File: src/rtl/accum_pkg.sv
// Shared definitions for the frame accumulator: FSM state encodings and the
// operand-count width helper. Optional saturation is enabled by ACCUM_SAT_EN.
package accum_pkg;

  localparam logic [0:0] ST_ACC  = 1'b0;
  localparam logic [0:0] ST_HOLD = 1'b1;

  // Counter must hold the value NUM itself, hence the extra bit.
  function automatic int cnt_width(input int num);
    return $clog2(num) + 1;
  endfunction

endpackage

File: src/rtl/fa_nbit.sv
// BIT-wide ripple adder with carry-in and carry-out, used as the accumulator datapath.
module fa_nbit #(
  parameter int BIT = 4
) (
  input  logic [BIT-1:0] a_i,
  input  logic [BIT-1:0] b_i,
  input  logic           cin_i,
  output logic [BIT-1:0] sum_o,
  output logic           cout_o
);

  logic [BIT:0] full_s;

  // Widen by one bit so the carry-out falls out of the addition.
  always_comb begin
    full_s = {1'b0, a_i} + {1'b0, b_i} + {{BIT{1'b0}}, cin_i};
    sum_o  = full_s[BIT-1:0];
    cout_o = full_s[BIT];
  end

endmodule

File: src/rtl/accum_nbit.sv
// Frame accumulator: sums NUM operands, then holds the sum and sticky carry flag
// until the consumer takes it. Define ACCUM_SAT_EN to saturate instead of wrapping.
module accum_nbit
  import accum_pkg::*;
#(
  parameter int BIT = 4,
  parameter int NUM = 4
) (
  input  logic           clk_i,
  input  logic           rst_i,
  input  logic           in_valid_i,
  output logic           in_ready_o,
  input  logic [BIT-1:0] data_i,
  output logic           out_valid_o,
  input  logic           out_ready_i,
  output logic [BIT-1:0] sum_o,
  output logic           ovf_o
);

  localparam int CW = cnt_width(NUM);

  logic [0:0]     state_r;
  logic [BIT-1:0] acc_r;
  logic           ovf_r;
  logic [CW-1:0]  cnt_r;
  logic [BIT-1:0] add_sum_s;
  logic           add_cout_s;
  logic [BIT-1:0] acc_next_s;
  logic           accept_s;
  logic           last_s;

  fa_nbit #(.BIT(BIT)) u_add (
    .a_i    (acc_r),
    .b_i    (data_i),
    .cin_i  (1'b0),
    .sum_o  (add_sum_s),
    .cout_o (add_cout_s)
  );

  // Accept qualification and next accumulator value.
  always_comb begin
    accept_s = in_valid_i & (state_r == ST_ACC);
    last_s   = (cnt_r == CW'(NUM - 1));
`ifdef ACCUM_SAT_EN
    // Once saturated, all-ones plus anything either carries or stays all-ones.
    if (add_cout_s) begin
      acc_next_s = {BIT{1'b1}};
    end else begin
      acc_next_s = add_sum_s;
    end
`else
    acc_next_s = add_sum_s;
`endif
  end

  // FSM, operand count, accumulator and sticky overflow.
  always_ff @(posedge clk_i) begin
    if (rst_i) begin
      state_r <= ST_ACC;
      acc_r   <= {BIT{1'b0}};
      ovf_r   <= 1'b0;
      cnt_r   <= {CW{1'b0}};
    end else begin
      case (state_r)
        ST_ACC: begin
          if (accept_s) begin
            acc_r   <= acc_next_s;
            ovf_r   <= ovf_r | add_cout_s;
            cnt_r   <= cnt_r + CW'(1);
            state_r <= last_s ? ST_HOLD : ST_ACC;
          end else begin
            state_r <= ST_ACC;
          end
        end
        ST_HOLD: begin
          if (out_ready_i) begin
            acc_r   <= {BIT{1'b0}};
            ovf_r   <= 1'b0;
            cnt_r   <= {CW{1'b0}};
            state_r <= ST_ACC;
          end else begin
            state_r <= ST_HOLD;
          end
        end
        default: begin
          state_r <= ST_ACC;
        end
      endcase
    end
  end

  // Outputs decode directly from registered state; result lines are zero while accumulating.
  always_comb begin
    in_ready_o  = (state_r == ST_ACC);
    out_valid_o = (state_r == ST_HOLD);
    if (state_r == ST_HOLD) begin
      sum_o = acc_r;
      ovf_o = ovf_r;
    end else begin
      sum_o = {BIT{1'b0}};
      ovf_o = 1'b0;
    end
  end

endmodule

File: config.mk
export PLATFORM = sky130hd
export DESIGN_NAME = accum_nbit
export DESIGN_NICKNAME = d
export VERILOG_FILES = /design/src/rtl/accum_pkg.sv /design/src/rtl/fa_nbit.sv /design/src/rtl/accum_nbit.sv
export SDC_FILE = /design/constraint.sdc
export NUM_CORES = 1
export LEC_CHECK = 0
export BUFFER_PORTS_ARGS = -buffer_cell sky130_fd_sc_hd__clkbuf_2
export CORE_MARGIN = 3
export CORE_UTILIZATION = 45
export CTS_BUF_LIST = sky130_fd_sc_hd__clkbuf_8
export DETAILED_ROUTE_END_ITERATION = 10
export PLACE_DENSITY = 0.7
export SYNTH_ARGS = -nofsm -noshare
export SYNTH_HDL_FRONTEND = slang
export SYNTH_SLANG_ARGS = --single-unit
File: constraint.sdc
create_clock -name clk_i -period 1.8 [get_ports clk_i]
set_clock_uncertainty 0.1 [all_clocks]
set_input_delay 0.09 -clock clk_i [delete_from_list [all_inputs] [get_ports clk_i]]
set_output_delay 0.09 -clock clk_i [all_outputs]
set_load 0.02 [all_outputs]
==> reports/qor.log, run 1 <==
[power] switching power 149 uW
[power] relative contribution of combinational cells to total power 18.6%
[die] area enclosed by the die boundary 0.00177 mm^2
[timing] final critical-path required period 1520 ps
[worst_setup_path] Crit path required time 1820 ps
[global_route] maximum number of pins on one net before global-route repair 12
[die] floorplan die height 42.1 um
[power] power density over the cells 803 mW/mm^2
[worst_setup_path] class of the most critical setup path reg -> reg
[power] Switching Share 26.5%
[power] total chip power 564 uW
[clocking] Max clock buf depth 2
[clocking] number of setup buffers added after CTS 0
[synthesis] mean instance size in the synthesized netlist 9.76 um^2
[timing] RSZ-0062 raised after global routing false
[layout] area delta synth->final 20.1%
[clocking] count of cells resized by post-cts repair 0
[run] Max Cap Viol 0
[die] area inside the core boundary 0.00116 mm^2
[global_route] total track usage 13.9%
[route] total vias in the final route 482
[synthesis] number of warnings reported in the yosys synthesis log 0
[die] Row Count 12
[clocking] clock-pin slew of the registers on the worst-case setup and hold paths 50 ps
[worst_setup_path] worst r2r src acc_r[0]$_SDFFE_PP0P_
[die] number of top-level pins 15
[route] mean routed wirelength per cell 12.2 um
[synthesis] main area contributors after synthesis sky130_fd_sc_hd__dfxtp_1, sky130_fd_sc_hd__ha_1, sky130_fd_sc_hd__nor2_1
[synthesis] area of the mapped netlist 586 um^2
[synthesis] share of synthesized area occupied by flip-flops and latches 30.8%
[min_path] hold_sp rst_i
[placed_design] Placed Cells 86
[placed_design] IO buf count 14
[clocking] Clock H-tree levels 1
[clocking] CTS tree yes
[layout] Diodes inserted 0
[clocking] insertion delay to the later sink of the worst-skew pair 240 ps
[placed_design] Detailed Place HPWL 811 um
[synthesis] Syn Inst Count 60
[route] Final Routed Wirelength 1.10 mm
[timing] final-report setup violation count 0
[route] average via count per standard cell 5.36
[worst_setup_path] Worst setup SP type flip-flop
[synthesis] net count of the mapped netlist 75
[worst_setup_path] arrival time of data at the critical path endpoint 1540 ps
[synthesis] post-synth cell types 29
[layout] proportion of layout cells with a drive suffix above 1 35.5%
[route] drt initial violations 1
[worst_setup_path] worst setup path startpoint acc_r[0]$_SDFFE_PP0P_
[placed_design] gp weighted congestion 0.783
[synthesis] largest area contributor in the netlist sky130_fd_sc_hd__dfxtp_1
[layout] # nets final 92
[timing] Max-Slew Margin vs Limit 73.0%
[power] Static Leak 0.311 nW
[timing] final hold violations 0
[route] DRC violation count after routing 0
[die] die extent in x 42.1 um
[synthesis] area share of the largest cell type after synthesis 30.8%
[global_route] wire length of the first global-routing pass 1.84 mm
[route] number of optimization iterations in the first detailed-route pass 4
[timing] highest attainable clock frequency 0.658 GHz
[outcome] status completed
[clocking] Root Driver sky130_fd_sc_hd__clkbuf_8
[timing] Max Transition Viols Final 0
[clocking] clock tree sinks 9
[global_route] Overflow after GRT 0
[min_path] Hold Path Class in -> reg
[global_route] number of antenna violations at the first check in global routing 0
[layout] number of cells in the finished layout apart from fillers 90
[power] sequential share of power 39.8%
[clocking] cts bufs inserted 3
[timing] Total Neg Setup Slack 0 ps
[power] Clock power frac 41.6%
[worst_setup_path] kind of end point of the critical path flip-flop
[global_route] number of global-route vias before repair 437
[clocking] number of buffers inserted by hold repair at cts 0
[timing] Slew @ Worst Pin 405 ps
[timing] post-route clock period utilization 84.5%
[die] effective utilization at floorplan 50.6%
[power] Int Power 415 uW
[route] Final ANT Viol Nets 0
[power] maximum ir drop on the vdd rail 530 uV
[synthesis] synthesized flop and latch total 9
[worst_setup_path] crit-path max FO 3
==> critical path, cell delays in order, from the launching register on <==
cell and delay (ps):
sky130_fd_sc_hd__dfxtp_1 340, sky130_fd_sc_hd__ha_1 170, sky130_fd_sc_hd__inv_1 50, sky130_fd_sc_hd__fa_1 410, sky130_fd_sc_hd__xnor2_1 160, sky130_fd_sc_hd__a22oi_2 140, sky130_fd_sc_hd__nor2_2 40
==> cells by family (layout without fill, tap and decap cells) <==
kind of cell	count (synthesis)	after routing	synth area share (%)
XOR/XNOR	1	1	1.50
AO/OA/AOI/OAI	10	10	16.2
adder cells (fa/ha/maj)	7	7	16.2
multiplexers	2	2	5.56
AND/OR/NAND/NOR	24	24	23.9
buffers and inverters	7	23	5.77
flip-flops	9	9	30.8
==> per-stage QoR <==
| step | cell area, um^2 | setup slack [ps] | hold WS, ps | utilization (%) |
|---|---|---|---|---|
| final | 703 | 279 | 64.7 | 60.8 |
| after global placement | 658 | 310 | 326 | 56.9 |
| after global routing | 703 | 192 | 87.5 | 60.8 |
| after CTS | 703 | 273 | 69.8 | 60.8 |
| after detailed placement | 658 | 290 | 319 | 56.9 |
| after floorplan | 586 | 350 | 151 | - |
==> registers in the layout, summed over array words and instances (netlist names) <==
name,flops
ovf_r,1
acc_r,4
cnt_r,3
out_valid_o,1
==> Yosys cell counts <==
master and instances:
sky130_fd_sc_hd__inv_2 1, sky130_fd_sc_hd__nor2_2 1, sky130_fd_sc_hd__dfxtp_1 9, sky130_fd_sc_hd__fa_1 1
sky130_fd_sc_hd__and2b_4 1, sky130_fd_sc_hd__clkbuf_1 1, sky130_fd_sc_hd__a2bb2oi_1 2, sky130_fd_sc_hd__and2_1 4
sky130_fd_sc_hd__o221ai_2 1, sky130_fd_sc_hd__mux2i_1 1, sky130_fd_sc_hd__nand2b_4 1, sky130_fd_sc_hd__buf_6 1
sky130_fd_sc_hd__nand3b_1 1, sky130_fd_sc_hd__nand4_1 1, sky130_fd_sc_hd__xnor2_1 1, sky130_fd_sc_hd__a21oi_2 2
sky130_fd_sc_hd__nand3_1 2, sky130_fd_sc_hd__a31oi_1 1, sky130_fd_sc_hd__nor2_1 7, sky130_fd_sc_hd__ha_1 6
sky130_fd_sc_hd__inv_1 4, sky130_fd_sc_hd__mux2i_4 1, sky130_fd_sc_hd__or2_1 1, sky130_fd_sc_hd__a22oi_2 1
sky130_fd_sc_hd__a22oi_1 2, sky130_fd_sc_hd__nor2b_2 1, sky130_fd_sc_hd__nand2_1 2, sky130_fd_sc_hd__a2111o_1 1
sky130_fd_sc_hd__nor2b_1 2
==> path summary, 6_finish.rpt <==
kind	to	slack, ps	depth (start not counted)
worst max-delay path	acc_r[2]$_SDFFE_PP0P_	280	6
worst min-delay path	ovf_r$_SDFFE_PP0P_	60	2
worst max register to register	acc_r[2]$_SDFFE_PP0P_	280	6
worst min register to register	ovf_r$_SDFFE_PP0P_	370	2
==> cells in the final DEF, fill, tap and decap left out <==
cell / Yosys / layout
sky130_fd_sc_hd__a2111o_1: 1 / 1
sky130_fd_sc_hd__a21oi_2: 2 / 2
sky130_fd_sc_hd__a22oi_1: 2 / 2
sky130_fd_sc_hd__a22oi_2: 1 / 1
sky130_fd_sc_hd__a2bb2oi_1: 2 / 2
sky130_fd_sc_hd__a31oi_1: 1 / 1
sky130_fd_sc_hd__and2_1: 4 / 4
sky130_fd_sc_hd__and2b_4: 1 / 1
sky130_fd_sc_hd__clkbuf_2: 0 / 14
sky130_fd_sc_hd__clkbuf_8: 0 / 3
sky130_fd_sc_hd__dfxtp_1: 9 / 9
sky130_fd_sc_hd__fa_1: 1 / 1
sky130_fd_sc_hd__ha_1: 6 / 6
sky130_fd_sc_hd__inv_1: 4 / 5
sky130_fd_sc_hd__inv_2: 1 / 1
sky130_fd_sc_hd__mux2i_1: 1 / 1
sky130_fd_sc_hd__mux2i_4: 1 / 1
sky130_fd_sc_hd__nand2_1: 2 / 2
sky130_fd_sc_hd__nand2b_4: 1 / 1
sky130_fd_sc_hd__nand3_1: 2 / 2
sky130_fd_sc_hd__nand3b_1: 1 / 1
sky130_fd_sc_hd__nand4_1: 1 / 1
sky130_fd_sc_hd__nor2_1: 7 / 7
sky130_fd_sc_hd__nor2_2: 1 / 1
sky130_fd_sc_hd__nor2b_1: 2 / 2
sky130_fd_sc_hd__nor2b_2: 1 / 1
sky130_fd_sc_hd__o221ai_2: 1 / 1
sky130_fd_sc_hd__or2_1: 1 / 1
sky130_fd_sc_hd__xnor2_1: 1 / 1
==> power by group through the flow <==
| stage | Clock, mW | Combinational (mW) | Sequential (mW) |
|---|---|---|---|
| floorplan | 0 | 0.0807 | 0.226 |
| global placement | 0 | 0.103 | 0.228 |
| detailed placement | 0 | 0.104 | 0.229 |
| CTS | 0.238 | 0.106 | 0.225 |
| global route | 0.252 | 0.116 | 0.227 |
| finish | 0.235 | 0.105 | 0.225 |
==> metal layers <==
metal / wire (um) / track usage [%] / part of all wire (%)
met1: 454 / 14.5 / 41
met2: 533 / 23.8 / 48
met5: 0 / 0 / 0
met4: 22 / 7.45 / 2.0
met3: 90 / 5.58 / 8.2
==> layout make-up <==
type / instances / area, um^2
fillers: 102 / 453
flip-flops and latches: 9 / 180
clock buffers: 3 / 41.3
clock inverters: 1 / 3.75
inverters: 5 / 18.8
well taps: 14 / 17.5
multi-input cells: 44 / 372
repair buffers: 14 / 70.1
No activity file was read; power rests on OpenSTA's default activity.
==> run 2, diff against run 1 <==
Settings changed: ABC_AREA set to 1, CORE_AREA set to 3 3 40 42, CORE_MARGIN 3 to unset, CORE_UTILIZATION 45 to unset, DIE_AREA set to 0 0 43 45, PLACE_DENSITY 0.7 to 0.66.
Clock period 1.8 ns to 1.43 ns, I/O delays scaled along.
==> reports/qor.log, run 2 <==
[route] mean routed wirelength per cell 9.27 um [was 12.2 um]
[synthesis] main area contributors after synthesis sky130_fd_sc_hd__dfxtp_1, sky130_fd_sc_hd__ha_1, sky130_fd_sc_hd__nand2_1 [was sky130_fd_sc_hd__dfxtp_1, sky130_fd_sc_hd__ha_1, sky130_fd_sc_hd__nor2_1]
[synthesis] mean instance size in the synthesized netlist 7.09 um^2 [was 9.76 um^2]
[layout] commonest non-fill, non-tap cells in the layout sky130_fd_sc_hd__nand2_1, sky130_fd_sc_hd__inv_1, sky130_fd_sc_hd__clkbuf_2 [was sky130_fd_sc_hd__clkbuf_2, sky130_fd_sc_hd__dfxtp_1, sky130_fd_sc_hd__nor2_1]
[timing] highest attainable clock frequency 0.694 GHz [was 0.658 GHz]
[timing] Slew @ Worst Pin 184 ps [was 405 ps]
[run] Max Cap Viol 0 [unchanged]
[clocking] insertion delay to the later sink of the worst-skew pair 230 ps [was 240 ps]
[power] maximum ir drop on the vdd rail 581 uV [was 530 uV]
[worst_setup_path] arrival time of data at the critical path endpoint 1510 ps [was 1540 ps]
[global_route] maximum number of pins on one net before global-route repair 10 [was 12]
[synthesis] number of warnings reported in the yosys synthesis log 0 [unchanged]
[placed_design] IO buf count 14 [unchanged]
[clocking] clock tree sinks 9 [unchanged]
[worst_setup_path] Crit path required time 1500 ps [was 1820 ps]
[clocking] Root Driver sky130_fd_sc_hd__clkbuf_8 [unchanged]
[worst_setup_path] kind of end point of the critical path flip-flop [unchanged]
[global_route] Overflow after GRT 0 [unchanged]
[worst_setup_path] highest-delay cell along the critical path sky130_fd_sc_hd__fa_2 [was sky130_fd_sc_hd__fa_1]
[worst_setup_path] buffer and inverter count on the worst path 2 [was 1]
[timing] final critical-path required period 1440 ps [was 1520 ps]
[min_path] Hold Path Class in -> reg [unchanged]
[layout] proportion of layout cells with a drive suffix above 1 31.6% [was 35.5%]
[die] Row Count 13 [was 12]
[worst_setup_path] cells traversed along the worst timing path ha_4, inv_2, fa_2, o22ai_2, inv_1, nor2_1 [was ha_1, inv_1, fa_1, xnor2_1, a22oi_2, nor2_2]
[synthesis] post-synth cell types 17 [was 29]
[worst_setup_path] crit-path max FO 2 [was 3]
[placed_design] Detailed Place HPWL 843 um [was 811 um]
[layout] area delta synth->final 32.1% [was 20.1%]
[die] area enclosed by the die boundary 0.00194 mm^2 [was 0.00177 mm^2]
[global_route] number of global-route vias before repair 443 [was 437]
[timing] post-route clock period utilization 101% [was 84.5%]
[synthesis] basic-gate share of the synthesized area counting and, or, nand and nor cells 26.2% [was 23.9%]
[timing] final hold violations 0 [unchanged]
[global_route] number of antenna violations at the first check in global routing 0 [unchanged]
[synthesis] synthesized flop and latch total 9 [unchanged]
[layout] final design area excluding fillers 731 um^2 [was 703 um^2]
[synthesis] number of enable-type register cells in the synthesized netlist 0 [unchanged]
[route] Final ANT Viol Nets 0 [unchanged]
[power] power density over the cells 954 mW/mm^2 [was 803 mW/mm^2]
[route] Final Routed Wirelength 1.05 mm [was 1.10 mm]
[synthesis] largest area contributor in the netlist sky130_fd_sc_hd__dfxtp_1 [unchanged]
[route] total vias in the final route 519 [was 482]
[layout] total of fill cells in the finished design 134 [was 102]
[synthesis] mux contribution to synthesized area 0% [was 5.56%]
[route] number of optimization iterations in the first detailed-route pass 4 [unchanged]
[synthesis] Primary FF master, synth sky130_fd_sc_hd__dfxtp_1 [unchanged]
[worst_setup_path] class of the most critical setup path reg -> reg [unchanged]
[synthesis] share of synthesized area occupied by flip-flops and latches 32.6% [was 30.8%]
[placed_design] post-detailed-placement cell area 667 um^2 [was 658 um^2]
[synthesis] area of the mapped netlist 553 um^2 [was 586 um^2]
[clocking] Max clock buf depth 2 [unchanged]
[synthesis] ys async rst share 0% [unchanged]
[timing] Total Neg Setup Slack -10.5 ps [was 0 ps]
[placed_design] gp weighted congestion 0.770 [was 0.783]
[timing] final-report setup violation count 1 [was 0]
[layout] most common library cell in the layout ignoring fill and taps sky130_fd_sc_hd__nand2_1 [was sky130_fd_sc_hd__clkbuf_2]
[synthesis] compound-cell area share of the yosys netlist 10.9% [was 16.2%]
[die] die extent in x 43 um [was 42.1 um]
[clocking] cts bufs inserted 3 [unchanged]
[die] floorplan die height 45 um [was 42.1 um]
[clocking] CTS tree yes [unchanged]
[die] number of top-level pins 15 [unchanged]
[die] area inside the core boundary 0.00128 mm^2 [was 0.00116 mm^2]
[synthesis] top cell types by occurrence after synthesis sky130_fd_sc_hd__nand2_1, sky130_fd_sc_hd__inv_1, sky130_fd_sc_hd__dfxtp_1 [was sky130_fd_sc_hd__dfxtp_1, sky130_fd_sc_hd__nor2_1, sky130_fd_sc_hd__ha_1]
[timing] RSZ-0062 raised after global routing true [was false]
[timing] Max-Slew Margin vs Limit 87.7% [was 73.0%]
[layout] largest register by flop count acc_r [unchanged]
[layout] max FFs per register 4 [unchanged]
[clocking] clock-pin slew of the registers on the worst-case setup and hold paths 40 ps [was 50 ps]
[worst_setup_path] Worst setup SP type flip-flop [unchanged]
[synthesis] net count of the mapped netlist 93 [was 75]
[synthesis] area share of the largest cell type after synthesis 32.6% [was 30.8%]
[worst_setup_path] worst stage delay on the critical path 430 ps [was 410 ps]
[route] average via count per standard cell 4.59 [was 5.36]
[clocking] Clock H-tree levels 1 [unchanged]
[route] DRC violation count after routing 0 [unchanged]
[outcome] status complete, but fails checks [was completed]
[worst_setup_path] cell family with most CP delay adder cells [unchanged]
[synthesis] parity-gate share of the synthesized area counting xor and xnor cells 0% [was 1.50%]
[timing] crit path setup slack, layout -10.5 ps [was 279 ps]
[power] Static Leak 0.392 nW [was 0.311 nW]
[global_route] wire length of the first global-routing pass 1.81 mm [was 1.84 mm]
[layout] # nets final 114 [was 92]
[timing] Max Transition Viols Final 0 [unchanged]
[die] effective utilization at floorplan 43.0% [was 50.6%]
[synthesis] area share of fa/ha/maj cells after synthesis 17.2% [was 16.2%]
[layout] registers with the most flip-flops acc_r (4), cnt_r (3) [unchanged]
[synthesis] Syn Inst Count 78 [was 60]
[global_route] total track usage 13.1% [was 13.9%]
[outcome] violations in the final reports negative setup slack
[route] drt initial violations 10 [was 1]
[clocking] number of setup buffers added after CTS 0 [unchanged]
[synthesis] main combinational cell family by area after synthesis simple AND/OR/NAND/NOR gates [unchanged]
[synthesis] most used standard cell by instance count after synthesis sky130_fd_sc_hd__nand2_1 [was sky130_fd_sc_hd__dfxtp_1]
[layout] Diodes inserted 0 [unchanged]
-- run 2: changes by cell type after synthesis, sizes merged, moves of 2 or more --
cell,before,now
nor2,8,5
nand2,2,22
nand3,2,4
a22oi,3,0
nor2b,3,0
and2,4,0
inv,5,17
o22ai,0,2
a21oi,2,7
a2bb2oi,2,0
mux2i,2,0
-- run 2: timing repair --
action                                  CTS  global route
endpoints found under the setup margin    2             3
hold buffers                              0             0
pin swaps                                 3             4
gates cloned                              0             0
resized for setup                         5             0
-- run 2: worst paths after layout --
| kind | startpoint | slack, ps | to | cells after the start |
|---|---|---|---|---|
| max | acc_r[0]$_SDFFE_PP0P_ | -10 | acc_r[1]$_SDFFE_PP0P_ | 6 |
| min | rst_i | 30 | acc_r[1]$_SDFFE_PP0P_ | 2 |
| max reg2reg | acc_r[0]$_SDFFE_PP0P_ | -10 | acc_r[1]$_SDFFE_PP0P_ | 6 |
| min reg2reg | cnt_r[1]$_SDFFE_PP0P_ | 360 | cnt_r[1]$_SDFFE_PP0P_ | 2 |
-- run 2: layout make-up --
type | count | area (um^2) | share of cell area (%)
inverters | 18 | 68.8 | 9.42
clock buffers | 3 | 41.3 | 5.65
well taps | 15 | 18.8 | 2.57
flip-flops and latches | 9 | 181 | 24.8
clock inverters | 1 | 3.75 | 0.514
repair buffers | 17 | 92.6 | 12.7
multi-input cells | 50 | 324 | 44.3
-- run 2: cells by family (layout without fill, tap and decap cells) --
| kind of cell | after synthesis | in the layout |
|---|---|---|
| AO/OA/AOI/OAI | 11 | 11 |
| adder cells (fa/ha/maj) | 7 | 7 |
| flip-flops | 9 | 9 |
| buffers and inverters | 19 | 39 |
| AND/OR/NAND/NOR | 32 | 32 |
-- run 2: per-layer routing --
layer | up-vias | routed length, um | part of all wire [%] | GRT usage (%)
li1 | 282 | - | - | -
met1 | 221 | 471 | 45 | 14.4
met2 | 11 | 490 | 47 | 21.3
met3 | 5 | 63 | 6.0 | 5.98
met4 | 0 | 21 | 2.0 | 7.23
met5 | - | 0 | 0 | 0
-- run 2: power by group --
group	total (mW)	switching, mW	internal, mW
Sequential	0.283	0.0127	0.271
Combinational	0.131	0.0701	0.0606
Clock	0.283	0.0967	0.187
Total	0.697	0.180	0.518
-- run 2: stage by stage --
step / total power, mW / std cells / utilization, % / hold slack, ps / setup WS, ps
after floorplan: 0.371 / 78 / - / 164 / 28.4
after global placement: 0.407 / 109 / 51.9 / 269 / 3.39
after detailed placement: 0.409 / 109 / 51.9 / 274 / -10.1
after CTS: 0.711 / 113 / 56.9 / 26.8 / 1.24
after global routing: 0.744 / 113 / 56.9 / 43.1 / -81.2
final: 0.697 / 113 / 56.9 / 30.8 / -10.5
==> run 3, diff against run 2 <==
--- a/config.mk
+++ b/config.mk
@@ -10,3 +10,2 @@
 export CORE_AREA = 3 3 40 42
-export CTS_BUF_LIST = sky130_fd_sc_hd__clkbuf_8
 export DETAILED_ROUTE_END_ITERATION = 10
==> constraint.sdc (replaced) <==
create_clock -name clk_i -period 1.43 [get_ports clk_i]
set_clock_uncertainty 0.1 [all_clocks]
set_input_delay 0.286 -clock clk_i [delete_from_list [all_inputs] [get_ports clk_i]]
set_output_delay 0.286 -clock clk_i [all_outputs]
set_load 0.02 [all_outputs]
==> reports/qor.log, run 3 (synthesis gave the netlist of run 2 again) <==
[outcome] status complete, but fails checks [unchanged]
[outcome] violations in the final reports negative setup slack [unchanged]
[layout] # nets final 113 [was 114]
[worst_setup_path] crit-path max FO 2 [unchanged]
[placed_design] Detailed Place HPWL 869 um [was 843 um]
[timing] post-route clock period utilization 100% [was 101%]
[layout] most common library cell in the layout ignoring fill and taps sky130_fd_sc_hd__nand2_1 [unchanged]
[die] Row Count 13 [unchanged]
[layout] commonest non-fill, non-tap cells in the layout sky130_fd_sc_hd__nand2_1, sky130_fd_sc_hd__inv_1, sky130_fd_sc_hd__clkbuf_2 [unchanged]
[worst_setup_path] Worst setup SP type flip-flop [unchanged]
[clocking] Clock H-tree levels 1 [unchanged]
[placed_design] setup slack after placement -86.9 ps [was -10.1 ps]
[die] area inside the core boundary 0.00128 mm^2 [unchanged]
[global_route] wire length of the first global-routing pass 1.92 mm [was 1.81 mm]
[power] maximum ir drop on the vdd rail 821 uV [was 581 uV]
[power] total chip power 612 uW [was 697 uW]
[route] mean routed wirelength per cell 9.87 um [was 9.27 um]
[worst_setup_path] depth of the worst register-to-register path 8 [was 6]
[route] average via count per standard cell 4.66 [was 4.59]
[route] DRC violation count after routing 0 [unchanged]
[timing] final critical-path required period 1430 ps [was 1440 ps]
[layout] proportion of layout cells with a drive suffix above 1 33.0% [was 31.6%]
[timing] Max-Slew Margin vs Limit 85.8% [was 87.7%]
[clocking] Root Driver sky130_fd_sc_hd__clkbuf_4 [was sky130_fd_sc_hd__clkbuf_8]
[timing] Slew @ Worst Pin 213 ps [was 184 ps]
[timing] highest attainable clock frequency 0.697 GHz [was 0.694 GHz]
[layout] max FFs per register 4 [unchanged]
[power] Static Leak 0.376 nW [was 0.392 nW]
[min_path] number of stages on the worst hold path 2 [unchanged]
[timing] Max Transition Viols Final 0 [unchanged]
[layout] number of cells in the finished layout apart from fillers 112 [was 113]
[clocking] clock-pin slew of the registers on the worst-case setup and hold paths 70 ps [was 40 ps]
[die] number of top-level pins 15 [unchanged]
[placed_design] gp weighted congestion 0.769 [was 0.770]
[route] Final Routed Wirelength 1.11 mm [was 1.05 mm]
[route] number of optimization iterations in the first detailed-route pass 3 [was 4]
[clocking] clock tree sinks 9 [unchanged]
[global_route] maximum number of pins on one net before global-route repair 10 [unchanged]
[layout] final design area excluding fillers 721 um^2 [was 731 um^2]
[global_route] number of antenna violations at the first check in global routing 0 [unchanged]
[layout] registers with the most flip-flops acc_r (4), cnt_r (3) [unchanged]
[worst_setup_path] kind of end point of the critical path flip-flop [unchanged]
[worst_setup_path] Crit path required time 1530 ps [was 1500 ps]
[worst_setup_path] class of the most critical setup path reg -> reg [unchanged]
[timing] crit path setup slack, layout -4.03 ps [was -10.5 ps]
[power] power density over the cells 850 mW/mm^2 [was 954 mW/mm^2]
[route] drt initial violations 9 [was 10]
[timing] final-report setup violation count 1 [unchanged]
[route] total vias in the final route 522 [was 519]
[clocking] CTS tree yes [unchanged]
[die] die extent in x 43 um [unchanged]
[min_path] Hold Path Class in -> reg [unchanged]
[die] effective utilization at floorplan 43.0% [unchanged]
[placed_design] post-detailed-placement cell area 659 um^2 [was 667 um^2]
[layout] post-route core utilization 56.1% [was 56.9%]
[die] floorplan die height 45 um [unchanged]
[clocking] number of buffers inserted by hold repair at cts 0 [unchanged]
[die] area enclosed by the die boundary 0.00194 mm^2 [unchanged]
[global_route] Overflow after GRT 0 [unchanged]
[clocking] cts bufs inserted 3 [unchanged]
[layout] largest register by flop count acc_r [unchanged]
[timing] RSZ-0062 raised after global routing true [unchanged]
[placed_design] Placed Cells 108 [was 109]
[run] Max Cap Viol 0 [unchanged]
[clocking] Max clock buf depth 2 [unchanged]
[placed_design] IO buf count 14 [unchanged]
[timing] final hold violations 0 [unchanged]
[layout] Diodes inserted 0 [unchanged]
[global_route] total track usage 13.2% [was 13.1%]
[clocking] insertion delay to the later sink of the worst-skew pair 260 ps [was 230 ps]
[worst_setup_path] arrival time of data at the critical path endpoint 1530 ps [was 1510 ps]
[global_route] number of global-route vias before repair 453 [was 443]
[layout] area delta synth->final 30.3% [was 32.1%]
[route] Final ANT Viol Nets 0 [unchanged]
run 3: changes by cell type in the layout (fill, tap and decap cells not counted), sizes merged:
cell,change
buf,-1
clkbuf,+1
inv,-1
run 3: worst max-delay path, stage by stage (launching register included):
cell and delay [ps]:
sky130_fd_sc_hd__dfxtp_2 350, sky130_fd_sc_hd__ha_4 140, sky130_fd_sc_hd__inv_2 30, sky130_fd_sc_hd__fa_2 360, sky130_fd_sc_hd__nor2_4 120, sky130_fd_sc_hd__o21ai_1 60
sky130_fd_sc_hd__nand2_1 50, sky130_fd_sc_hd__nand2_1 60, sky130_fd_sc_hd__a21oi_2 110
run 3: worst paths after layout:
path / from / to / slack [ps]
min reg2reg: cnt_r[1]$_SDFFE_PP0P_ / cnt_r[1]$_SDFFE_PP0P_ / 370
max: acc_r[0]$_SDFFE_PP0P_ / ovf_r$_SDFFE_PP0P_ / -4
max reg2reg: acc_r[0]$_SDFFE_PP0P_ / ovf_r$_SDFFE_PP0P_ / -4
min: rst_i / ovf_r$_SDFFE_PP0P_ / 220
run 3: through the flow:
| stage | setup TNS (ps) | hold WS (ps) |
|---|---|---|
| after floorplan | 0 | 343 |
| after global placement | -104 | 357 |
| after CTS | 0 | 214 |
| after global routing | -145 | 237 |
| after detailed placement | -143 | 357 |
| final | -4.03 | 219 |
run 3: metal layers:
layer  global-route usage (%)  up-vias  part of all wire (%)
li1                         -      278                     -
met1                     16.3      234                    46
met2                     22.8       10                    50
met3                     4.78        0                   4.2
met4                     1.81        0                     0
met5                        0        -                     0
run 3: layout make-up:
type | instances | area, um^2
tap | 15 | 18.8
sequential | 9 | 183
inverter | 18 | 68.8
timing repair buffer | 16 | 93.8
multi-input combinational | 50 | 330
clock buffer | 4 | 26.3
fill | 141 | 564
run 3: what timing repair did:
action / 4_1_cts / 5_1_grt
setup endpoints to repair: 7 / 3
resized for setup: 6 / 4
pin swaps: 1 / 5
setup buffers: 1 / 0
run 3: power breakdown:
part	switching (mW)	internal, mW	leakage [nW]
logic	0.0727	0.0596	0.287
clock network	0.0900	0.107	0.0150
registers	0.0134	0.269	0.0747
